### config.mk
export PLATFORM = sky130hd
export DESIGN_NAME = f3_move_ctrl
export DESIGN_NICKNAME = d
export VERILOG_FILES = /design/src/rtl/f3_move_ctrl.sv
export SDC_FILE = /design/constraint.sdc
export NUM_CORES = 1
export LEC_CHECK = 0
export BUFFER_PORTS_ARGS = -buffer_cell sky130_fd_sc_hd__buf_4
export CAP_MARGIN = 20
export CELL_PAD_IN_SITES_DETAIL_PLACEMENT = 0
export CELL_PAD_IN_SITES_GLOBAL_PLACEMENT = 2
export CORE_MARGIN = 3
export CORE_UTILIZATION = 35
export CTS_BUF_LIST = sky130_fd_sc_hd__clkbuf_4 sky130_fd_sc_hd__clkbuf_8
export DETAILED_ROUTE_END_ITERATION = 10
export GPL_TIMING_DRIVEN = 0
export HOLD_SLACK_MARGIN = 0.03
export PLACE_DENSITY = 0.8
export SLEW_MARGIN = 15
export SYNTH_ARGS = -nofsm -noshare
export SYNTH_HDL_FRONTEND = slang
export SYNTH_SLANG_ARGS = --single-unit
### constraint.sdc
create_clock -name sysclk -period 3.12 [get_ports sysclk]
set_input_delay 0.468 -clock sysclk [delete_from_list [all_inputs] [get_ports sysclk]]
set_output_delay 0.468 -clock sysclk [all_outputs]
set_load 0.01 [all_outputs]
### src/rtl/f3_move_ctrl.sv
// Game sequencer for the f3 offset RAM: clear, LFSR scramble, then paced player moves
// with a solved check after each one. Sole driver of every ram_* strobe and field.
module f3_move_ctrl #(
    parameter int unsigned SCRAMBLE_MOVES = 64,
    parameter int unsigned MOVE_GAP       = 4,
    parameter logic [15:0] LFSR_SEED      = 16'hACE1
) (
    input  logic        sysclk,
    input  logic        sysrst_n,
    input  logic        new_game,
    input  logic        player_req,
    input  logic [3:0]  player_pos,
    input  logic        player_horizontal,
    input  logic        player_increase,
    output logic        player_ack,
    input  logic        ram_offset_all_zero,
    output logic        ram_write,
    output logic [3:0]  ram_write_pos,
    output logic        ram_write_horizontal,
    output logic        ram_write_increase,
    output logic        ram_reset,
    output logic        busy,
    output logic        solved,
    output logic [15:0] move_count
);

    typedef enum logic [2:0] {
        StIdle,
        StClear,
        StSettle,
        StScramble,
        StScheck,
        StPlay,
        StPcheck,
        StSolved
    } state_e;

    localparam logic [15:0] ScrambleLoad = 16'(SCRAMBLE_MOVES);
    localparam logic [15:0] GapLoad      = 16'(MOVE_GAP - 1);

    state_e      state_q;
    logic [15:0] lfsr_q;
    logic [15:0] gap_q;
    logic [15:0] scr_left_q;
    logic [1:0]  chk_q;
    logic        lfsr_fb;

    assign lfsr_fb = lfsr_q[15] ^ lfsr_q[13] ^ lfsr_q[12] ^ lfsr_q[10];

    assign busy   = (state_q == StClear) || (state_q == StSettle) ||
                    (state_q == StScramble) || (state_q == StScheck);
    assign solved = (state_q == StSolved);

    // Write strobes and fields are registered: a decision taken at an edge is the write
    // seen by the RAM during the following cycle.
    always_ff @(posedge sysclk or negedge sysrst_n) begin
        if (!sysrst_n) begin
            state_q              <= StIdle;
            lfsr_q               <= LFSR_SEED;
            gap_q                <= 16'd0;
            scr_left_q           <= 16'd0;
            chk_q                <= 2'd0;
            move_count           <= 16'd0;
            player_ack           <= 1'b0;
            ram_write            <= 1'b0;
            ram_write_pos        <= 4'd0;
            ram_write_horizontal <= 1'b0;
            ram_write_increase   <= 1'b0;
            ram_reset            <= 1'b0;
        end else begin
            lfsr_q               <= {lfsr_q[14:0], lfsr_fb};
            player_ack           <= 1'b0;
            ram_write            <= 1'b0;
            ram_write_pos        <= 4'd0;
            ram_write_horizontal <= 1'b0;
            ram_write_increase   <= 1'b0;
            ram_reset            <= 1'b0;
            if (gap_q != 16'd0) begin
                gap_q <= gap_q - 16'd1;
            end

            if (new_game) begin
                state_q    <= StClear;
                ram_reset  <= 1'b1;
                move_count <= 16'd0;
                scr_left_q <= ScrambleLoad;
            end else begin
                case (state_q)
                    StIdle: ;
                    StClear: state_q <= StSettle;
                    // The first scramble write is decided as SETTLE ends so it lands right
                    // after the single quiet cycle.
                    StSettle, StScramble: begin
                        state_q <= StScramble;
                        if (gap_q == 16'd0) begin
                            ram_write            <= 1'b1;
                            ram_write_pos        <= lfsr_q[3:0];
                            ram_write_horizontal <= lfsr_q[4];
                            ram_write_increase   <= lfsr_q[5];
                            gap_q                <= GapLoad;
                            scr_left_q           <= scr_left_q - 16'd1;
                            if (scr_left_q == 16'd1) begin
                                state_q <= StScheck;
                                chk_q   <= 2'd2;
                            end
                        end
                    end
                    StScheck: begin
                        if (chk_q != 2'd0) begin
                            chk_q <= chk_q - 2'd1;
                        end else if (ram_offset_all_zero) begin
                            scr_left_q <= ScrambleLoad;
                            state_q    <= StScramble;
                        end else begin
                            state_q <= StPlay;
                        end
                    end
                    StPlay: begin
                        if (player_req && gap_q == 16'd0) begin
                            player_ack           <= 1'b1;
                            ram_write            <= 1'b1;
                            ram_write_pos        <= player_pos;
                            ram_write_horizontal <= player_horizontal;
                            ram_write_increase   <= player_increase;
                            gap_q                <= GapLoad;
                            if (move_count != 16'hFFFF) begin
                                move_count <= move_count + 16'd1;
                            end
                            chk_q   <= 2'd2;
                            state_q <= StPcheck;
                        end
                    end
                    StPcheck: begin
                        if (chk_q != 2'd0) begin
                            chk_q <= chk_q - 2'd1;
                        end else begin
                            state_q <= ram_offset_all_zero ? StSolved : StPlay;
                        end
                    end
                    StSolved: ;
                    default: state_q <= StIdle;
                endcase
            end
        end
    end

endmodule

==> results of run 1 <==
[how the worst min path moves through the flow]
stage / cells past startpoint / end / slack (ns)
3_5_place_dp: 0 / lfsr_q[15] / 0.34
6_report: 1 / ram_write_pos[2] / 0.06
3_3_place_gp: 0 / lfsr_q[15] / 0.34
5_1_grt: 1 / ram_write_pos[2] / 0.08
2_1_floorplan: 0 / chk_q[0] / 0.17
4_1_cts: 1 / ram_reset / 0.20
[synth_stat cells, drive strengths merged (2+ instances only)]
library cell,number
o311ai,2
o21ai,14
inv,13
a21oi,18
o31ai,7
dfrtp,70
ha,6
and2,3
clkbuf,12
mux2i,2
or4,9
nand3,12
nand2b,7
nor4b,2
nand4,12
nand2,27
and3,2
a31o,3
dfstp,8
a31oi,2
a21o,2
nor2b,3
or4b,3
xor2,13
or3,16
xnor2,10
a22oi,7
nor2,43
nor4,9
or2,3
nor3,17
a2bb2oi,2
[sequential cells by signal (all words and copies together) (netlist names)]
register,count
ram_reset,1
move_count,16
scr_left_q,16
ram_write_pos,4
lfsr_q,16
gap_q,16
state_q,3
ram_write_increase,1
chk_q,2
player_ack,1
ram_write,1
ram_write_horizontal,1
[worst max-delay path: cells and delay by family (launching register included)]
kind	cells	cell delay, ns
adders and majority gates	1	0.27
DFF	1	0.42
buffers and inverters	2	0.30
and+or+nand+nor	5	1.83
[per-layer routing]
| metal | vias to the layer above | global-route usage (%) | wire (um) | part of all wire (%) |
|---|---|---|---|---|
| met1 | 1487 | 22.5 | 4380 | 48 |
| li1 | 1477 | - | - | - |
| met2 | 51 | 24.4 | 4190 | 46 |
| met3 | 10 | 4.25 | 343 | 3.8 |
| met4 | 0 | 5.54 | 146 | 1.6 |
| met5 | - | 0 | 0 | 0 |
[power by group through the flow]
stage | Clock, mW | Sequential (mW) | Combinational, mW
after floorplan | 0 | 1.25 | 0.356
after global placement | 0 | 1.27 | 0.480
after detailed placement | 0 | 1.28 | 0.486
after CTS | 0.823 | 1.26 | 0.488
after global routing | 0.865 | 1.28 | 0.546
final | 0.789 | 1.26 | 0.482
[layout make-up]
cell class	count	share of cell area, %
repair buffers	39	6.76
multi-input cells	275	38.9
inverters	13	1.09
plain buffers	13	1.12
clock inverters	7	1.76
flip-flops and latches	78	43.8
well taps	136	3.80
clock buffers	9	2.77
[through the flow]
| step | hold WS (ns) | utilization, % | std cells | cell area, um2 |
|---|---|---|---|---|
| after floorplan | 0.172 | - | 379 | 3800 |
| after global placement | 0.343 | 40.6 | 552 | 4250 |
| after detailed placement | 0.338 | 40.7 | 553 | 4260 |
| after CTS | 0.204 | 42.6 | 569 | 4460 |
| after global routing | 0.0788 | 42.8 | 570 | 4480 |
| final | 0.0648 | 42.8 | 570 | 4480 |
[cell families after synthesis]
group	after synthesis	share of synthesized area (%)
multiplexers	3	0.823
AND/OR/NAND/NOR	173	25.5
flip-flops	78	51.6
XOR/XNOR	23	5.30
buffers and inverters	26	2.60
AO/OA/AOI/OAI	70	12.2
adder cells (fa/ha/maj)	6	1.97
==> flow_summary.json, run 1 <==
{
  "status": "complete, no violations",
  "crit_end": "scr_left_q[8]",
  "clockPowerShare_pct": 31.1,
  "rows": 37,
  "cts_made_buffers": 9,
  "crit_path_end_kind": "register",
  "maxCapViolations": 0,
  "nets": 446,
  "grt_pass1_wl_mm": 15.2,
  "slew_violations": 0,
  "finalPower_mw": 2.54,
  "cts_tree": "yes",
  "drtPass1Iterations": 4,
  "r2r_start": "gap_q[0]",
  "final_hold_viol_count": 0,
  "core_um2": 10500,
  "dp_hpwl_mm": 6.40,
  "antennaDiodeCount": 0,
  "synth_area_leaders": "dfrtp_1 (46%), dfstp_2 (5.5%), nor2_1 (4.2%)",
  "critPathKind": "reg2reg",
  "regArea_um2": 1960,
  "cts_hold_buf": 0,
  "reg2reg_slack_ns": 0.23,
  "synth_nets": 396,
  "syn_area_um2": 3800,
  "avgSynthCellArea_um2": 10.0,
  "p_sw_mw": 0.845,
  "port_buffers": 37,
  "ant_nets": 0,
  "p_sw_share_pct": 33.3,
  "routedWlPerCell_um": 15.9,
  "vias": 3025,
  "tns_ns": 0,
  "antenna_found_initial": 0,
  "period_share_pct": 92.6,
  "max-vdd-ir-drop_v": 0.000384,
  "dr.first_iter.drc_count": 78,
  "finalWirelength_mm": 9.06,
  "die_area_um2": 12200,
  "critPathMaxFanout": 9,
  "ys_seq_area_share_pct": 51.6,
  "multi_input_area_um2": 1740,
  "seqPwrFrac_pct": 49.9,
  "p_comb_share_pct": 19.0,
  "synth_top_area_share_pct": 46.1,
  "rsz0062_at_grt": "no",
  "overflow": 0,
  "hp-class": "in2async",
  "cts_setup_buffers": 0,
  "fmax_mhz": 346,
  "synth-edff-count": 0,
  "start_kind": "register",
  "grt_pass1_vias": 2919,
  "slowest_delay_ns": 0.67,
  "synth_cell_type_count": 58,
  "crit_chain": "inv_1 -> ha_1 -> or3b_1 -> clkbuf_1 -> nor4b_2 -> nand3_1 -> or4_1 -> nand2_1",
  "grt_use_total_pct": 16.2,
  "boundaryPins": 38,
  "clock-root-buffer": "clkbuf_8",
  "via_per_inst": 5.31,
  "worstPathArrival_ns": 3.19,
  "tightestPinTransition_ns": 0.697,
  "p_per_area_nw_per_um2": 566,
  "drive_above_1_share_pct": 17.7,
  "path_clk_slew_ns": 0.09,
  "layout_commonest_cell": "dfrtp_1",
  "worst_clock_skew_ns": 0.0103,
  "max_slew_margin_pct": 53.4,
  "cts_resized": 0,
  "start_util_pct": 36.3,
  "drcViolationCount": 0,
  "fin_ws_ns": 0.231,
  "place_ws_ns": 0.251,
  "yosys_warnings": 0,
  "grt_max_degree": 79,
  "place.gp.congestion": 0.772,
  "synth-seq-cells": 78,
  "rr_worst_depth": 8,
  "layout_common_cells": "dfrtp_1 (70), nor2_1 (43), buf_4 (37)",
  "worst_path_max_delay_cell": "nor4b_2",
  "die_x_um": 110,
  "synth_top_area_cell": "dfrtp_1",
  "clock_latency_ns": 0.36,
  "synthFlopType": "dfrtp_1",
  "cp.required_ns": 3.42,
  "die_h_um": 110,
  "synthArstFlopShare_pct": 100,
  "synthCells": 379,
  "finalWorstPathRequiredPeriod_ns": 2.89,
  "final.fill_count": 1053,
  "setup_violations": 0,
  "rr_endpoint": "scr_left_q[8]",
  "synthToLayoutAreaGrowth_pct": 17.8,
  "h-tree-depth": 3,
  "cts_buffer_depth": 2,
  "clock-sinks": 78,
  "critPathLaunch": "gap_q[0]",
  "internal-power_mw": 1.69,
  "p_leak_nw": 1.91
}
Note: power is estimated with default switching activity, not from simulation.
==> run 2, diff against run 1 <==
--- a/config.mk
+++ b/config.mk
@@ -15,7 +15,7 @@
 export DETAILED_ROUTE_END_ITERATION = 10
 export GPL_TIMING_DRIVEN = 0
 export HOLD_SLACK_MARGIN = 0.03
-export PLACE_DENSITY = 0.8
+export PLACE_DENSITY = 0.83
 export SLEW_MARGIN = 15
 export SYNTH_ARGS = -nofsm -noshare
 export SYNTH_HDL_FRONTEND = slang
==> constraint.sdc (replaced) <==
create_clock -name sysclk -period 2.33 [get_ports sysclk]
set_input_delay 0.3495 -clock sysclk [delete_from_list [all_inputs] [get_ports sysclk]]
set_output_delay 0.3495 -clock sysclk [all_outputs]
set_load 0.01 [all_outputs]
==> flow_summary.json, run 2 (same netlist as run 1, synthesis figures left out) <==
{
  "status": "finished, violations left",
  "violations": "negative setup slack",
  "p_leak_nw": 2.09,
  "top_usage_layer": "met2",
  "synthToLayoutAreaGrowth_pct": 28.3,
  "period_share_pct": 102,
  "crit_path_end_kind": "register",
  "path_buf_inv": 2,
  "final_hold_viol_count": 0,
  "worst_path_max_delay_cell": "or4b_4",
  "maxCapViolations": 0,
  "drcViolationCount": 0,
  "regArea_um2": 1970,
  "path_clk_slew_ns": 0.09,
  "rsz0062_at_grt": "yes",
  "die_x_um": 110,
  "ant_nets": 0,
  "finalWirelength_mm": 9.47,
  "grt_use_met2_pct": 26.1,
  "p_per_area_nw_per_um2": 788,
  "dr.first_iter.drc_count": 125,
  "port_buffers": 37,
  "internal-power_mw": 2.52,
  "max-vdd-ir-drop_v": 0.000379,
  "layout_common_cells": "dfrtp_1 (67), buf_4 (60), nor2_1 (42)",
  "cp.required_ns": 2.59,
  "boundaryPins": 38,
  "place.gp.congestion": 0.798,
  "via_per_inst": 5.27,
  "final_area_um2": 4880,
  "finalWorstPathRequiredPeriod_ns": 2.38,
  "routedWlPerCell_um": 16.0,
  "grt_use_total_pct": 16.4,
  "fin_ws_ns": -0.0548,
  "multi_input_area_um2": 1920,
  "seqPwrFrac_pct": 44.4,
  "p_comb_share_pct": 26.9,
  "antenna_found_initial": 0,
  "worst_clock_skew_ns": 0.00706,
  "die_area_um2": 12200,
  "overflow": 0,
  "met3_usage_pct": 3.32,
  "final.fill_count": 1009,
  "rows": 37,
  "clock-sinks": 78,
  "max_slew_margin_pct": 58.1,
  "antennaDiodeCount": 0,
  "vias": 3123,
  "cts_made_buffers": 9,
  "critPathTopFamily": "simple AND/OR/NAND/NOR gates",
  "fmax_mhz": 419,
  "use_met1_pct": 22.3,
  "cts_tree": "yes",
  "grt_pass1_vias": 3067,
  "drtPass1Iterations": 4,
  "slew_violations": 0,
  "clock_latency_ns": 0.37,
  "finalPower_mw": 3.85,
  "worstPathArrival_ns": 2.65,
  "critPathKind": "reg2reg",
  "dp_hpwl_mm": 6.34,
  "crit_chain": "inv_2 -> ha_4 -> nor3b_4 -> nand4_4 -> or3_1 -> buf_6 -> or4b_4 -> mux2_4",
  "clockPowerShare_pct": 28.7,
  "drive_above_1_share_pct": 29.3,
  "nets": 469,
  "die_h_um": 110,
  "clock-root-buffer": "clkbuf_8",
  "h-tree-depth": 3,
  "cts_buffer_depth": 2,
  "grt_pass1_wl_mm": 15.4,
  "grt_max_degree": 79,
  "tightestPinTransition_ns": 0.626,
  "hp-class": "in2reg",
  "start_kind": "register",
  "critPathMaxFanout": 9,
  "core_um2": 10500,
  "p_sw_share_pct": 34.6,
  "start_util_pct": 36.3,
  "layout_commonest_cell": "dfrtp_1",
  "p_sw_mw": 1.33,
  "setup_violations": 5,
  "dpl-instance-area_um2": 4280,
  "slowest_delay_ns": 0.48
}
==> run 2: metrics by stage <==
step / cells / hold WS (ns) / TNS, ns / util, % / setup slack (ns)
floorplan: 379 / 0.0539 / -0.121 / - / -0.121
global placement: 552 / 0.337 / -11.78 / 40.9 / -0.716
detailed placement: 552 / 0.339 / -10.34 / 40.9 / -0.587
CTS: 579 / 0.0906 / -0.0580 / 44.6 / -0.0511
global route: 593 / 0.0775 / -0.805 / 46.6 / -0.120
finish: 593 / 0.0973 / -0.145 / 46.6 / -0.0548
==> run 2: cell type report <==
class	instances	area share [%]
Clock buffer	9	2.54
Inverter	13	1.00
Buffer	10	0.949
Timing Repair Buffer	65	10.7
Sequential cell	78	40.3
Clock inverter	7	1.77
Tap cell	136	3.49
Multi-Input combinational cell	275	39.3
==> run 2: worst paths after layout <==
kind	startpoint	cells after the start	slack, ns	to
min in group asynchronous	sysrst_n	2	0.47	lfsr_q[12]
worst max register to register	gap_q[0]	8	-0.05	move_count[11]
worst min-delay path	new_game	1	0.1	ram_reset
worst max-delay path	gap_q[0]	8	-0.05	move_count[11]
max in group asynchronous	sysrst_n	3	1.24	lfsr_q[0]
worst min register to register	lfsr_q[8]	0	0.36	lfsr_q[9]
==> run 2: power groups by stage <==
stage | clock network (mW) | logic, mW | registers [mW]
4_1_cts | 1.13 | 0.907 | 1.70
6_report | 1.10 | 1.04 | 1.71
3_3_place_gp | 0 | 0.652 | 1.71
5_1_grt | 1.19 | 1.13 | 1.73
2_1_floorplan | 0 | 0.486 | 1.68
3_5_place_dp | 0 | 0.656 | 1.72
==> run 2: timing repair <==
action / CTS / global route
cloned: 0 / 0
pin swaps: 9 / 12
resized for setup: 17 / 25
buffers inserted: 14 / 12
hold endpoints to repair: 0 / 28
setup endpoints to repair: 44 / 28
hold buffers: 0 / 1
==> run 2: worst reg2reg max path, cell delays in order, from the launching register on <==
cell,delay (ns)
dfrtp_1,0.41
inv_2,0.08
ha_4,0.14
nor3b_4,0.27
nand4_4,0.11
or3_1,0.34
buf_6,0.15
or4b_4,0.49
mux2_4,0.30
==> run 2: layer usage <==
layer,wire length (um),share of wire (%),up-vias
li1,-,-,1526
met1,4580,48,1533
met2,4420,47,51
met3,330,3.5,13
met4,139,1.5,0
met5,0,0,-
